## src/rtl/cond_unit_e.sv

```systemverilog
// cond_unit_e: Execute-stage conditional unit. Holds the decode-to-execute
// control register and the NZCV flags, evaluates the condition field of the
// instruction in Execute and gates its side effects before Memory.
module cond_unit_e (
  input  logic       clk,
  input  logic       rst_n,
  input  logic       stall_e,
  input  logic       flush_e,
  input  logic [3:0] CondD,
  input  logic       PCSrcD,
  input  logic       RegWriteD,
  input  logic       MemWriteD,
  input  logic       BranchD,
  input  logic       NoWriteD,
  input  logic [1:0] FlagWD,
  input  logic [3:0] ALUFlagsE,
  output logic       CondExE,
  output logic       PCSrcE,
  output logic       RegWriteE,
  output logic       MemWriteE,
  output logic       BranchTakenE,
  output logic [3:0] FlagsE
);

  typedef struct packed {
    logic [3:0] cond;
    logic       pcsrc;
    logic       regwrite;
    logic       memwrite;
    logic       branch;
    logic       nowrite;
    logic [1:0] flagw;
  } ex_ctrl_t;

  ex_ctrl_t   ex_d, ex_q;
  logic [3:0] flags_d, flags_q;
  logic       cond_ex;

  // Next Execute register contents: bubble on flush, hold on stall, else load.
  always_comb begin
    // NOTE: default first so every path assigns ex_d; no latch is inferred.
    ex_d = ex_q;
    if (flush_e) begin
      ex_d = '0;
    end else if (!stall_e) begin
      ex_d = '{cond: CondD, pcsrc: PCSrcD, regwrite: RegWriteD,
               memwrite: MemWriteD, branch: BranchD, nowrite: NoWriteD,
               flagw: FlagWD};
    end
  end

  // Execute control register with synchronous active-low reset.
  always_ff @(posedge clk) begin
    // NOTE: non-blocking assignment keeps all registers updating in parallel.
    if (!rst_n) ex_q <= '0;
    else        ex_q <= ex_d;
  end

  // Condition evaluation against the current flags {N,Z,C,V}.
  always_comb begin
    logic n, z, c, v, ge;
    {n, z, c, v} = flags_q;
    ge      = (n == v);
    cond_ex = 1'b0;
    case (ex_q.cond)
      4'b0000: cond_ex = z;
      4'b0001: cond_ex = ~z;
      4'b0010: cond_ex = c;
      4'b0011: cond_ex = ~c;
      4'b0100: cond_ex = n;
      4'b0101: cond_ex = ~n;
      4'b0110: cond_ex = v;
      4'b0111: cond_ex = ~v;
      4'b1000: cond_ex = c & ~z;
      4'b1001: cond_ex = ~(c & ~z);
      4'b1010: cond_ex = ge;
      4'b1011: cond_ex = ~ge;
      4'b1100: cond_ex = ~z & ge;
      4'b1101: cond_ex = ~(~z & ge);
      4'b1110: cond_ex = 1'b1;
      default: cond_ex = 1'b0;
    endcase
  end

  // Next flags: hold while stalled (unless flushing), else update each half
  // independently when the instruction passes its condition.
  always_comb begin
    flags_d = flags_q;
    if (!(stall_e && !flush_e)) begin
      if (ex_q.flagw[1] && cond_ex) flags_d[3:2] = ALUFlagsE[3:2];
      if (ex_q.flagw[0] && cond_ex) flags_d[1:0] = ALUFlagsE[1:0];
    end
  end

  // Architectural flags register.
  always_ff @(posedge clk) begin
    if (!rst_n) flags_q <= 4'b0000;
    else        flags_q <= flags_d;
  end

  assign CondExE      = cond_ex;
  assign PCSrcE       = ex_q.pcsrc & cond_ex;
  assign RegWriteE    = ex_q.regwrite & cond_ex & ~ex_q.nowrite;
  assign MemWriteE    = ex_q.memwrite & cond_ex;
  assign BranchTakenE = ex_q.branch & cond_ex;
  assign FlagsE       = flags_q;

endmodule

```

## config.mk

```make
export PLATFORM = sky130hd
export DESIGN_NAME = cond_unit_e
export DESIGN_NICKNAME = d
export VERILOG_FILES = /design/src/rtl/cond_unit_e.sv
export SDC_FILE = /design/constraint.sdc
export NUM_CORES = 1
export LEC_CHECK = 0
export ABC_CLOCK_PERIOD_IN_PS = 1650
export CORE_MARGIN = 8
export CORE_UTILIZATION = 40
export CTS_BUF_LIST = sky130_fd_sc_hd__clkbuf_4 sky130_fd_sc_hd__clkbuf_8
export CTS_CLUSTER_DIAMETER = 80
export DETAILED_ROUTE_END_ITERATION = 8
export PLACE_DENSITY = 0.82
export SETUP_SLACK_MARGIN = 0.5
export SYNTH_ARGS = -nofsm -noshare
export SYNTH_HDL_FRONTEND = slang
export SYNTH_SLANG_ARGS = --single-unit
export TNS_END_PERCENT = 100
```

## constraint.sdc

```tcl
create_clock -name clk -period 1.65 [get_ports clk]
set_input_delay 0.33 -clock clk [delete_from_list [all_inputs] [get_ports clk]]
set_output_delay 0.33 -clock clk [all_outputs]
set_load 0.1 [all_outputs]
```

* Word-level counts from Yosys, hierarchy flattened
Index checks and enable logic that the tools add are counted.
W data, S select, Z words.
** Cells by class
- Add/sub/neg operators :: 0
- $mul :: 0
- Divide/modulo/power cells :: 0
- Magnitude comparators :: 0
- Eq/ne operators :: 15
- Shift operators :: 0
- Mux-type cells :: 1
- Bitwise logic cells :: 17
- Reduce and logical (&&, ||, !) cells :: 8
** Operators with widths (number)
- $eq A4 B4 Y1 const B :: 7
- $eq A4 B3 Y1 const B :: 4
- $pmux W1 S15 :: 1
- $not A1 Y1 :: 10
- $eq A4 B2 Y1 const B :: 2
- $and A1 B1 Y1 :: 7
- $eq A4 B1 Y1 const B :: 1
- $logic_not A4 Y1 :: 1
- $reduce_and A2 Y1 :: 2
- $logic_and A1 B1 Y1 :: 3
- $reduce_or A2 Y1 :: 1
- $eq A1 B1 Y1 :: 1
- $logic_not A1 Y1 :: 1
** Word-level totals
- Register bits after elaboration :: 15
- Latch bits :: 0
- RAM bits :: 0
- ROM bits :: 0
- Input bits :: 19
- Output and inout bits :: 9
- Logic and storage cells :: 50
- Memories kept :: 0

* Logic depth before layout (Yosys ltp)
Gate-level depths: netlist (run 1).
- Depth after elaboration :: 6
- Depth in mapped cells :: 5
- Mapped depth without buffers :: 5

* Worst setup path after synthesis (run 1)
OpenSTA, ideal clock, no wires.
- Path kind :: register to output
- Start :: register flags_q[3], in the netlist FlagsE[3]
- End :: output port RegWriteE
- Arrival :: 3.608 ns
- Required time :: 1.320 ns
- Slack :: -2.288 ns
- Stages on the path, launching flop included :: 6
- Buffers on the path :: 0
- Path through :: dfxtp_1 -> xnor2_1 -> nor3_1 -> o32a_2 -> xnor2_2 -> and3b_1
** On the way
- Longest elaborated chain between the ends :: 6
- Elaborated cells between the ends (all ways) :: 8
- Those cells by class :: eq/ne (1); mux (1); bitwise (6)
** Ends and longest elaborated chain
- start, declared :: RTL line 36 : logic [3:0] flags_d, flags_q;
- start signal, assigned :: RTL line 98 : else flags_q <= flags_d;
- $eq A1 B1 Y1 :: RTL line 63 : ge = (n == v);
- $and A1 B1 Y1 :: RTL line 78, 79
- $not A1 Y1 :: RTL line 79 : 4'b1101: cond_ex = ~(~z & ge);
- $pmux W1 S15 (*) :: RTL line 65 : case (ex_q.cond)
- named net CondExE :: RTL line 17 : output logic CondExE,
- $and A1 B1 Y1 (*) (2 in a row) :: RTL line 103 : assign RegWriteE = ex_q.regwrite & cond_ex & ~ex_q.nowrite;
- end, declared :: RTL line 19 : output logic RegWriteE,
The timed path passes the listed nets; every way through them passes the cells marked *.

* Worst setup path in the final report (run 1)
- Start :: register ex_q[8] (netlist bit)
- End :: output port RegWriteE
** On the way
- Longest elaborated chain between the ends :: 4
- Elaborated cells between the ends (all ways) :: 18
- Those cells by class :: eq/ne (14); mux (1); bitwise (2); reduce/logical (1)
** Ends and longest elaborated chain
- start, declared :: RTL line 35 : ex_ctrl_t ex_d, ex_q;
- start signal, assigned :: RTL line 55 : if (!rst_n) ex_q <= '0;
- start signal, assigned :: RTL line 56 : else ex_q <= ex_d;
- $eq A4 B4 Y1, or another cell as far along :: RTL line 65
- $pmux W1 S15 (*) :: RTL line 65
- $and A1 B1 Y1 (*) (2 in a row) :: RTL line 103
Mark *: on every way between the ends. The rest lies on a longest branch, timed or not.

==> impl_results.rst, run 1 <==
.. list-table::
   :header-rows: 1

   * - Metric
     - Value
   * - Outcome
     - finished, violations left
   * - Violated checks
     - negative setup slack
   * - Share of flip-flops with an asynchronous set or reset
     - 0%
   * - Clock skew after layout
     - 0.00783 ns
   * - Clk sinks
     - 15
   * - Number of failing setup endpoints in the final timing report
     - 9
   * - Post-route fraction of the period consumed by the critical path
     - 138%
   * - Total GRT Usage
     - 13.4%
   * - Slowest Stage Delay on Critical Path
     - approximately 0.50 ns
   * - Count of flip-flops with a built-in enable after synthesis
     - 0
   * - Die width
     - 58.5 um
   * - Cell area after technology mapping
     - 722 sq um
   * - Reg-to-Reg End
     - FlagsE[2]$_SDFFE_PN0P_
   * - CP Class
     - flip-flop to output port
   * - Area of the core region
     - 1710 sq um
   * - Setup TNS
     - -3.82 ns
   * - Launching instance or port of the critical path
     - ex_q[8]$_SDFFE_PP0N_
   * - Vert. Die Dim
     - around 58 um
   * - Detailed Route Iter0 Violations
     - 7
   * - Top cell types by occurrence after synthesis
     - 15 x sky130_fd_sc_hd__dfxtp_1, 15 x sky130_fd_sc_hd__mux2i_1, 11 x sky130_fd_sc_hd__nor2_1, 10 x sky130_fd_sc_hd__nand2_1
   * - Count of port buffers added during placement
     - 27
   * - TritonCTS clock tree
     - built
   * - Total Die Area
     - 3420 sq um
   * - Antenna violations before repair
     - 0
   * - H-Tree Level Count
     - 1
   * - Design Area, Final
     - 1340 sq um
   * - DRC violation count after routing
     - 0
   * - CP endpoint kind
     - output port
   * - Max-cap violations
     - 0
   * - Hold Startpoint
     - ex_q[6]$_SDFFE_PP0N_
   * - Vias per inst
     - 5.08
   * - Worst VDD drop
     - ~0.45 mV
   * - Min-Delay Path Class
     - flip-flop to flip-flop
   * - Clock Pin Slew Worst Setup and Hold Paths
     - 0.09 ns
   * - TritonCTS Buffers
     - 3
   * - Post-layout minimum cycle time
     - 2.28 ns
   * - Worst Setup Start Kind
     - flip-flop
   * - Starting density of the core
     - ~42%
   * - Longest Clk Path Bufs
     - 2
   * - Final total power
     - 0.000714 W
   * - Most used flip-flop cell after synthesis
     - sky130_fd_sc_hd__dfxtp_1
   * - Largest net degree at the start of global routing
     - 12
   * - Place WS
     - -0.381 ns
   * - Antenna diode count
     - 0
   * - Average detailed-routed wire length per instance
     - approximately 15 um
   * - Via count of the first global-routing pass
     - 816
   * - Worst Hold Endpoint
     - ex_q[6]$_SDFFE_PP0N_
   * - Largest driver fanout on the critical path
     - 5
   * - Layout Cells excl Fill
     - 143
   * - Share of the yosys chip area belonging to registers
     - 41.6%
   * - Yosys top cell area share
     - 41.6%
   * - Ratio of cells with drive above 1 in the final layout
     - between 30% and 40%
   * - Post-route antenna net violation count
     - 0
   * - Root Driver
     - sky130_fd_sc_hd__clkbuf_4
   * - Total congestion overflow
     - 0
   * - R2R Path Start
     - ex_q[8]$_SDFFE_PP0N_
   * - Slew HR
     - 77.3%
   * - Post-synthesis cell type count
     - 21
   * - Detailed-routing iteration count for the pre-antenna-repair pass
     - 4
   * - Synthesized area per cell
     - 9.63 sq um
   * - Total of flip-flops plus latches after synthesis
     - 15
   * - Detailed placement HPWL
     - 1590 um
   * - Total placed instance area
     - 1240 sq um
   * - Number of cells traversed by the worst hold path
     - 2
   * - Max frequency
     - 439 MHz
   * - Cell row count
     - 15
   * - Number of synthesis warnings
     - 0
   * - Number of cells after detailed placement
     - 135
   * - I/O pin count
     - 28
   * - Ratio of total power to cell area
     - 532 nW/um^2
   * - Final hold violation count
     - 0
   * - Area overhead of the layout relative to synthesis
     - 85.8%
   * - Drt total wl
     - between 2000 and 2500 um
   * - Filler cell count
     - 116
   * - List of cells traversed by the critical path
     - mux4_2, inv_2, o32a_4, xnor2_4, and3b_4, buf_12
   * - Worst path required time
     - 1.32 ns
   * - Slowest cell on the critical path
     - sky130_fd_sc_hd__mux4_2
   * - Worst reg-to-reg setup slack
     - -0.25 ns
   * - RSZ-0062 raised after global routing
     - yes
   * - Via Count
     - just over 700
   * - Yosys top cell by area
     - sky130_fd_sc_hd__dfxtp_1
   * - Number of nets in the synthesized netlist
     - 94
   * - Post-route worst setup slack
     - -0.628 ns
   * - Clock latency reported for the late side of the worst-skew pair
     - 0.29 ns
   * - Top cells by area in the synthesized netlist
     - sky130_fd_sc_hd__dfxtp_1 42%, sky130_fd_sc_hd__mux2i_1 21%, sky130_fd_sc_hd__nor2_1 5.7%
   * - Number of pins with negative max-slew slack in the final report
     - 0
   * - Leakage component of the power
     - 0.549 nW
   * - Actual slew at the worst max-slew pin
     - 0.341 ns
   * - Gate Count Post-Synth
     - 75
   * - Wire length of the first global-routing pass
     - 3570 um
   * - Reg2Reg Depth
     - 7
   * - Routability congestion estimate from global placement
     - 0.740
   * - Arrival time at the worst endpoint
     - slightly below 2 ns
   * - Layout Nets
     - 138
-- stage by stage --
step,util (%),hold WS [ns]
after floorplan,-,0.456
after global placement,72.7,0.481
after detailed placement,72.7,0.491
after CTS,78.2,0.512
after global routing,78.5,0.547
final,78.5,0.506
-- logic make-up (layout without fill, tap and decap cells) --
group	count (synthesis)	count (layout)	share of synthesized area, %
simple gates	34	34	22.4
mux	18	18	27.7
buf+inv	4	47	2.08
compound gates	2	2	2.77
xor+xnor	2	2	3.47
flops	15	15	41.6
-- area by class of cell --
type | count | area (sq um) | share of cell area (%)
timing repair buffer | 42 | 492 | 36.7
multi-input combinational | 56 | 468 | 34.9
clock buffer | 3 | 22.5 | 1.68
clock inverter | 1 | 5.00 | 0.373
sequential | 15 | 319 | 23.8
inverter | 1 | 3.75 | 0.280
tap | 25 | 31.3 | 2.33
-- metal layers --
layer  vias up  wire length, um  share of wire (%)  GRT usage [%]
li1        342                -                  -              -
met1       355              774                 37           13.0
met2        25             1150                 55           26.1
met3         4              160                7.6           4.57
met4         0               19               0.90           3.15
met5         -                0                  0              0
-- flip-flops by register name, indices dropped and copies added, names as in the netlist --
register,flops
ex_q,11
FlagsE,4
-- timing repair --
action                                  CTS  global route
hold buffers                              0             0
endpoints found under the setup margin   23            20
buffers inserted                          3             0
gates cloned                              1             0
hold endpoints to repair                  0             0
pin swaps                                 3             1
resized for setup                        11             3
-- layout by cell type (no fill, tap or decap), types with 3 or more instances in the layout --
| cell type | Yosys | layout |
|---|---|---|
| sky130_fd_sc_hd__and2_4 | 0 | 3 |
| sky130_fd_sc_hd__buf_12 | 0 | 9 |
| sky130_fd_sc_hd__buf_4 | 0 | 8 |
| sky130_fd_sc_hd__buf_6 | 0 | 6 |
| sky130_fd_sc_hd__clkbuf_4 | 0 | 3 |
| sky130_fd_sc_hd__clkdlybuf4s50_1 | 0 | 17 |
| sky130_fd_sc_hd__dfxtp_1 | 15 | 10 |
| sky130_fd_sc_hd__dfxtp_4 | 0 | 5 |
| sky130_fd_sc_hd__mux2i_1 | 15 | 15 |
| sky130_fd_sc_hd__nand2_1 | 10 | 10 |
| sky130_fd_sc_hd__nor2_1 | 11 | 11 |
-- critical path, delay by kind of cell, from the launching register on --
kind                   cells  cell delay [ns]
flip-flops                 1             0.38
AND/OR/NAND/NOR            1             0.23
multiplexers               1             0.50
XOR/XNOR                   1             0.13
AO/OA/AOI/OAI              1             0.17
buffers and inverters      2             0.24
-- power by group --
part	switching, W	total (W)	internal, W
Sequential	0.00000872	0.000372	0.000363
Combinational	0.0000549	0.000133	0.0000778
Clock	0.000119	0.000209	0.0000901
-- worst max-delay path by stage --
stage,end,cells past startpoint
final,RegWriteE,6
after detailed placement,RegWriteE,6
after global placement,RegWriteE,6
after CTS,RegWriteE,6
after floorplan,RegWriteE,5
after global routing,RegWriteE,6
Note: power is estimated with default switching activity, not from simulation.
==> run 2: changes to the inputs <==
--- a/config.mk
+++ b/config.mk
@@ -6,7 +6,6 @@
 export NUM_CORES = 1
 export LEC_CHECK = 0
 export ABC_CLOCK_PERIOD_IN_PS = 1650
-export CORE_MARGIN = 8
 export CORE_UTILIZATION = 40
 export CTS_BUF_LIST = sky130_fd_sc_hd__clkbuf_4 sky130_fd_sc_hd__clkbuf_8
 export CTS_CLUSTER_DIAMETER = 80
==> run 2 against run 1 <==
  * The flow still finishes with violations (negative setup slack)
  * Sequential share of layout area shrank 1.4 points
  * Utilization grew 11 points
  * Hold slack improved by 0.026 ns
  * Clock skew decreased by 0.0012 ns
  * Register-to-register slack worse by 0.44 ns
  * Wire length up 7.3%
  * Largest cell class unchanged
  * Highest routed layer unchanged
==> impl_results.rst, run 2 (synthesized netlist as in run 1, its figures left out) <==
.. list-table::
   :header-rows: 1

   * - Metric
     - Value
   * - Outcome
     - finished, violations left
   * - Violated checks
     - negative setup slack
   * - TritonCTS Buffers
     - 3
   * - Cell row count
     - 14
   * - RSZ-0062 raised after global routing
     - yes
   * - Worst Hold Endpoint
     - ex_q[2]$_SDFFE_PP0N_
   * - Max-cap violations
     - 0
   * - Flip-flop count of the largest register, all copies and words added
     - 11
   * - Ratio of total power to cell area
     - 525 nW/um^2
   * - Slew HR
     - 77.1%
   * - Worst VDD drop
     - 0.361 mV
   * - Total Die Area
     - 1980 sq um
   * - I/O pin count
     - 28
   * - Clock power share
     - 31.2%
   * - Largest driver fanout on the critical path
     - 6
   * - End-of-flow core utilization
     - 89.2%
   * - Reg2Reg Depth
     - 12
   * - Antenna violations before repair
     - 0
   * - Min-Delay Path Class
     - flip-flop to flip-flop
   * - Number of cells traversed by the worst hold path
     - 2
   * - Antenna diode count
     - 0
   * - Post-route worst setup slack
     - -0.693 ns
   * - Commonest cells after routing, fill and taps aside
     - 17 x sky130_fd_sc_hd__clkdlybuf4s50_1, 14 x sky130_fd_sc_hd__mux2i_1, 13 x sky130_fd_sc_hd__buf_6
   * - Die width
     - 44.5 um
   * - Layout Nets
     - between 100 and 150
   * - Largest register by flop count
     - ex_q
   * - Via count of the first global-routing pass
     - 825
   * - Worst path required time
     - ~1.9 ns
   * - Via Count
     - 724
   * - Total GRT Usage
     - 28.2%
   * - Average detailed-routed wire length per instance
     - 15.4 um
   * - Final hold violation count
     - 0
   * - Largest net degree at the start of global routing
     - 12
   * - Post-layout minimum cycle time
     - 2.34 ns
   * - Internal Pwr Total
     - 0.000557 W
   * - Arrival time at the worst endpoint
     - ~2.6 ns
   * - Worst reg-to-reg setup slack
     - -0.69 ns
   * - Filler cell count
     - 74
   * - Hold Startpoint
     - ex_q[2]$_SDFFE_PP0N_
   * - Clk sinks
     - 15
   * - Clock Pin Slew Worst Setup and Hold Paths
     - 0.08 ns
   * - Ratio of cells with drive above 1 in the final layout
     - 41.8%
   * - Seq pwr share
     - between 40% and 50%
   * - R2R Path Start
     - ex_q[8]$_SDFFE_PP0N_
   * - Post-CTS Hold Buffers
     - 0
   * - Storage cell area
     - between 300 and 400 sq um
   * - Switching part of the total power
     - 25.5%
   * - Clock latency reported for the late side of the worst-skew pair
     - around 0.29 ns
   * - Routability congestion estimate from global placement
     - 0.734
   * - DRC violation count after routing
     - 0
   * - Detailed placement HPWL
     - 1280 um
   * - Area overhead of the layout relative to synthesis
     - 97.1%
   * - Root Driver
     - sky130_fd_sc_hd__clkbuf_4
   * - Max frequency
     - about 430 MHz
   * - TritonCTS clock tree
     - built
   * - Total congestion overflow
     - 0
   * - Vias per inst
     - between 4 and 5
   * - CP endpoint kind
     - flip-flop
   * - Drt total wl
     - 2260 um
   * - Starting density of the core
     - 45.3%
   * - Wire length of the first global-routing pass
     - 3820 um
   * - Longest Clk Path Bufs
     - 2
   * - Combinational fraction of design power
     - 18.9%
   * - Count of port buffers added during placement
     - 27
   * - Area used by multi-input combinational logic
     - 488 sq um
   * - Number of failing setup endpoints in the final timing report
     - 9
   * - H-Tree Level Count
     - 1
   * - Detailed Route Iter0 Violations
     - 8
   * - Worst Setup Start Kind
     - flip-flop
   * - Reg-to-Reg End
     - FlagsE[2]$_SDFFE_PN0P_
   * - Sw Pwr
     - 0.000190 W
   * - Number of pins with negative max-slew slack in the final report
     - 0
   * - Setup TNS
     - -5.62 ns
   * - Actual slew at the worst max-slew pin
     - 0.338 ns
   * - Commonest non-fill, non-tap cell in the layout
     - sky130_fd_sc_hd__clkdlybuf4s50_1
   * - Vert. Die Dim
     - 44.5 um
   * - Area of the core region
     - ~1600 sq um
   * - CP Class
     - flip-flop to flip-flop
   * - Clock skew after layout
     - ~0.0067 ns
   * - Post-route fraction of the period consumed by the critical path
     - 142%
   * - Leakage component of the power
     - just under 0.6 nW
   * - Post-route antenna net violation count
     - 0
   * - Detailed-routing iteration count for the pre-antenna-repair pass
     - 3
## run 2: changes by cell type in the layout (fill, tap and decap cells not counted), sizes merged
cell	change
dlymetal6s2s	+1
clkinv	-1
buf	+4
dlygate4sd2	-1
clkbuf	+1
## run 2: per-stage QoR
| step | power, W | area, sq um | setup WS (ns) | hold WS, ns | std cells |
|---|---|---|---|---|---|
| 2_1_floorplan | 0.000438 | 779 | -1.09 | 0.456 | 75 |
| 4_1_cts | 0.000752 | 1390 | -0.668 | 0.514 | 144 |
| 6_report | 0.000747 | 1420 | -0.693 | 0.531 | 146 |
| 5_1_grt | 0.000785 | 1420 | -0.772 | 0.583 | 146 |
| 3_5_place_dp | 0.000506 | 1230 | -0.436 | 0.492 | 133 |
| 3_3_place_gp | 0.000502 | 1230 | -0.355 | 0.480 | 133 |
## run 2: worst max-delay path, stage by stage, from the launching register on
cell and delay, ns:
sky130_fd_sc_hd__dfxtp_4 0.38, sky130_fd_sc_hd__mux4_2 0.50, sky130_fd_sc_hd__inv_2 0.07, sky130_fd_sc_hd__o32a_4 0.19, sky130_fd_sc_hd__buf_6 0.10, sky130_fd_sc_hd__buf_6 0.08
sky130_fd_sc_hd__buf_6 0.08, sky130_fd_sc_hd__buf_6 0.08, sky130_fd_sc_hd__buf_6 0.08, sky130_fd_sc_hd__buf_6 0.08, sky130_fd_sc_hd__buf_6 0.11, sky130_fd_sc_hd__mux2i_4 0.27
sky130_fd_sc_hd__mux2i_1 0.24
## run 2: worst max path at each step
stage	startpoint	endpoint	slack (ns)	cells past startpoint
2_1_floorplan	FlagsE[3]$_SDFFE_PN0P_	RegWriteE	-1.09	5
3_3_place_gp	ex_q[8]$_SDFFE_PP0N_	RegWriteE	-0.35	6
3_5_place_dp	ex_q[8]$_SDFFE_PP0N_	RegWriteE	-0.44	6
4_1_cts	ex_q[8]$_SDFFE_PP0N_	RegWriteE	-0.67	6
5_1_grt	ex_q[8]$_SDFFE_PP0N_	FlagsE[2]$_SDFFE_PN0P_	-0.77	12
6_report	ex_q[8]$_SDFFE_PP0N_	FlagsE[2]$_SDFFE_PN0P_	-0.69	12
## run 2: power by group through the flow
stage	clock network, W	logic [W]	registers (W)
2_1_floorplan	0	0.0000566	0.000381
5_1_grt	0.000260	0.000151	0.000374
4_1_cts	0.000249	0.000132	0.000372
3_3_place_gp	0	0.000122	0.000380
3_5_place_dp	0	0.000125	0.000381
6_report	0.000233	0.000141	0.000373
## run 2: final cells by class
cell class,count,area share (%)
sequential,15,22.4
clock buffer,4,2.11
inverter,1,0.264
timing repair buffer,46,38.8
tap,24,2.11
multi-input combinational,56,34.3
## run 2: what timing repair did
action                                  CTS  global route
endpoints found under the setup margin   13            24
buffers inserted                          7             1
pin swaps                                 4             6
resized for setup                        17             7
gates cloned                              0             1
## run 2: routing by layer
layer	wire, um	vias to the layer above	global-route usage [%]
met4	63	0	12.7
met2	1240	26	52.9
li1	-	351	-
met5	0	-	0
met1	865	338	30.6
met3	82	9	4.49
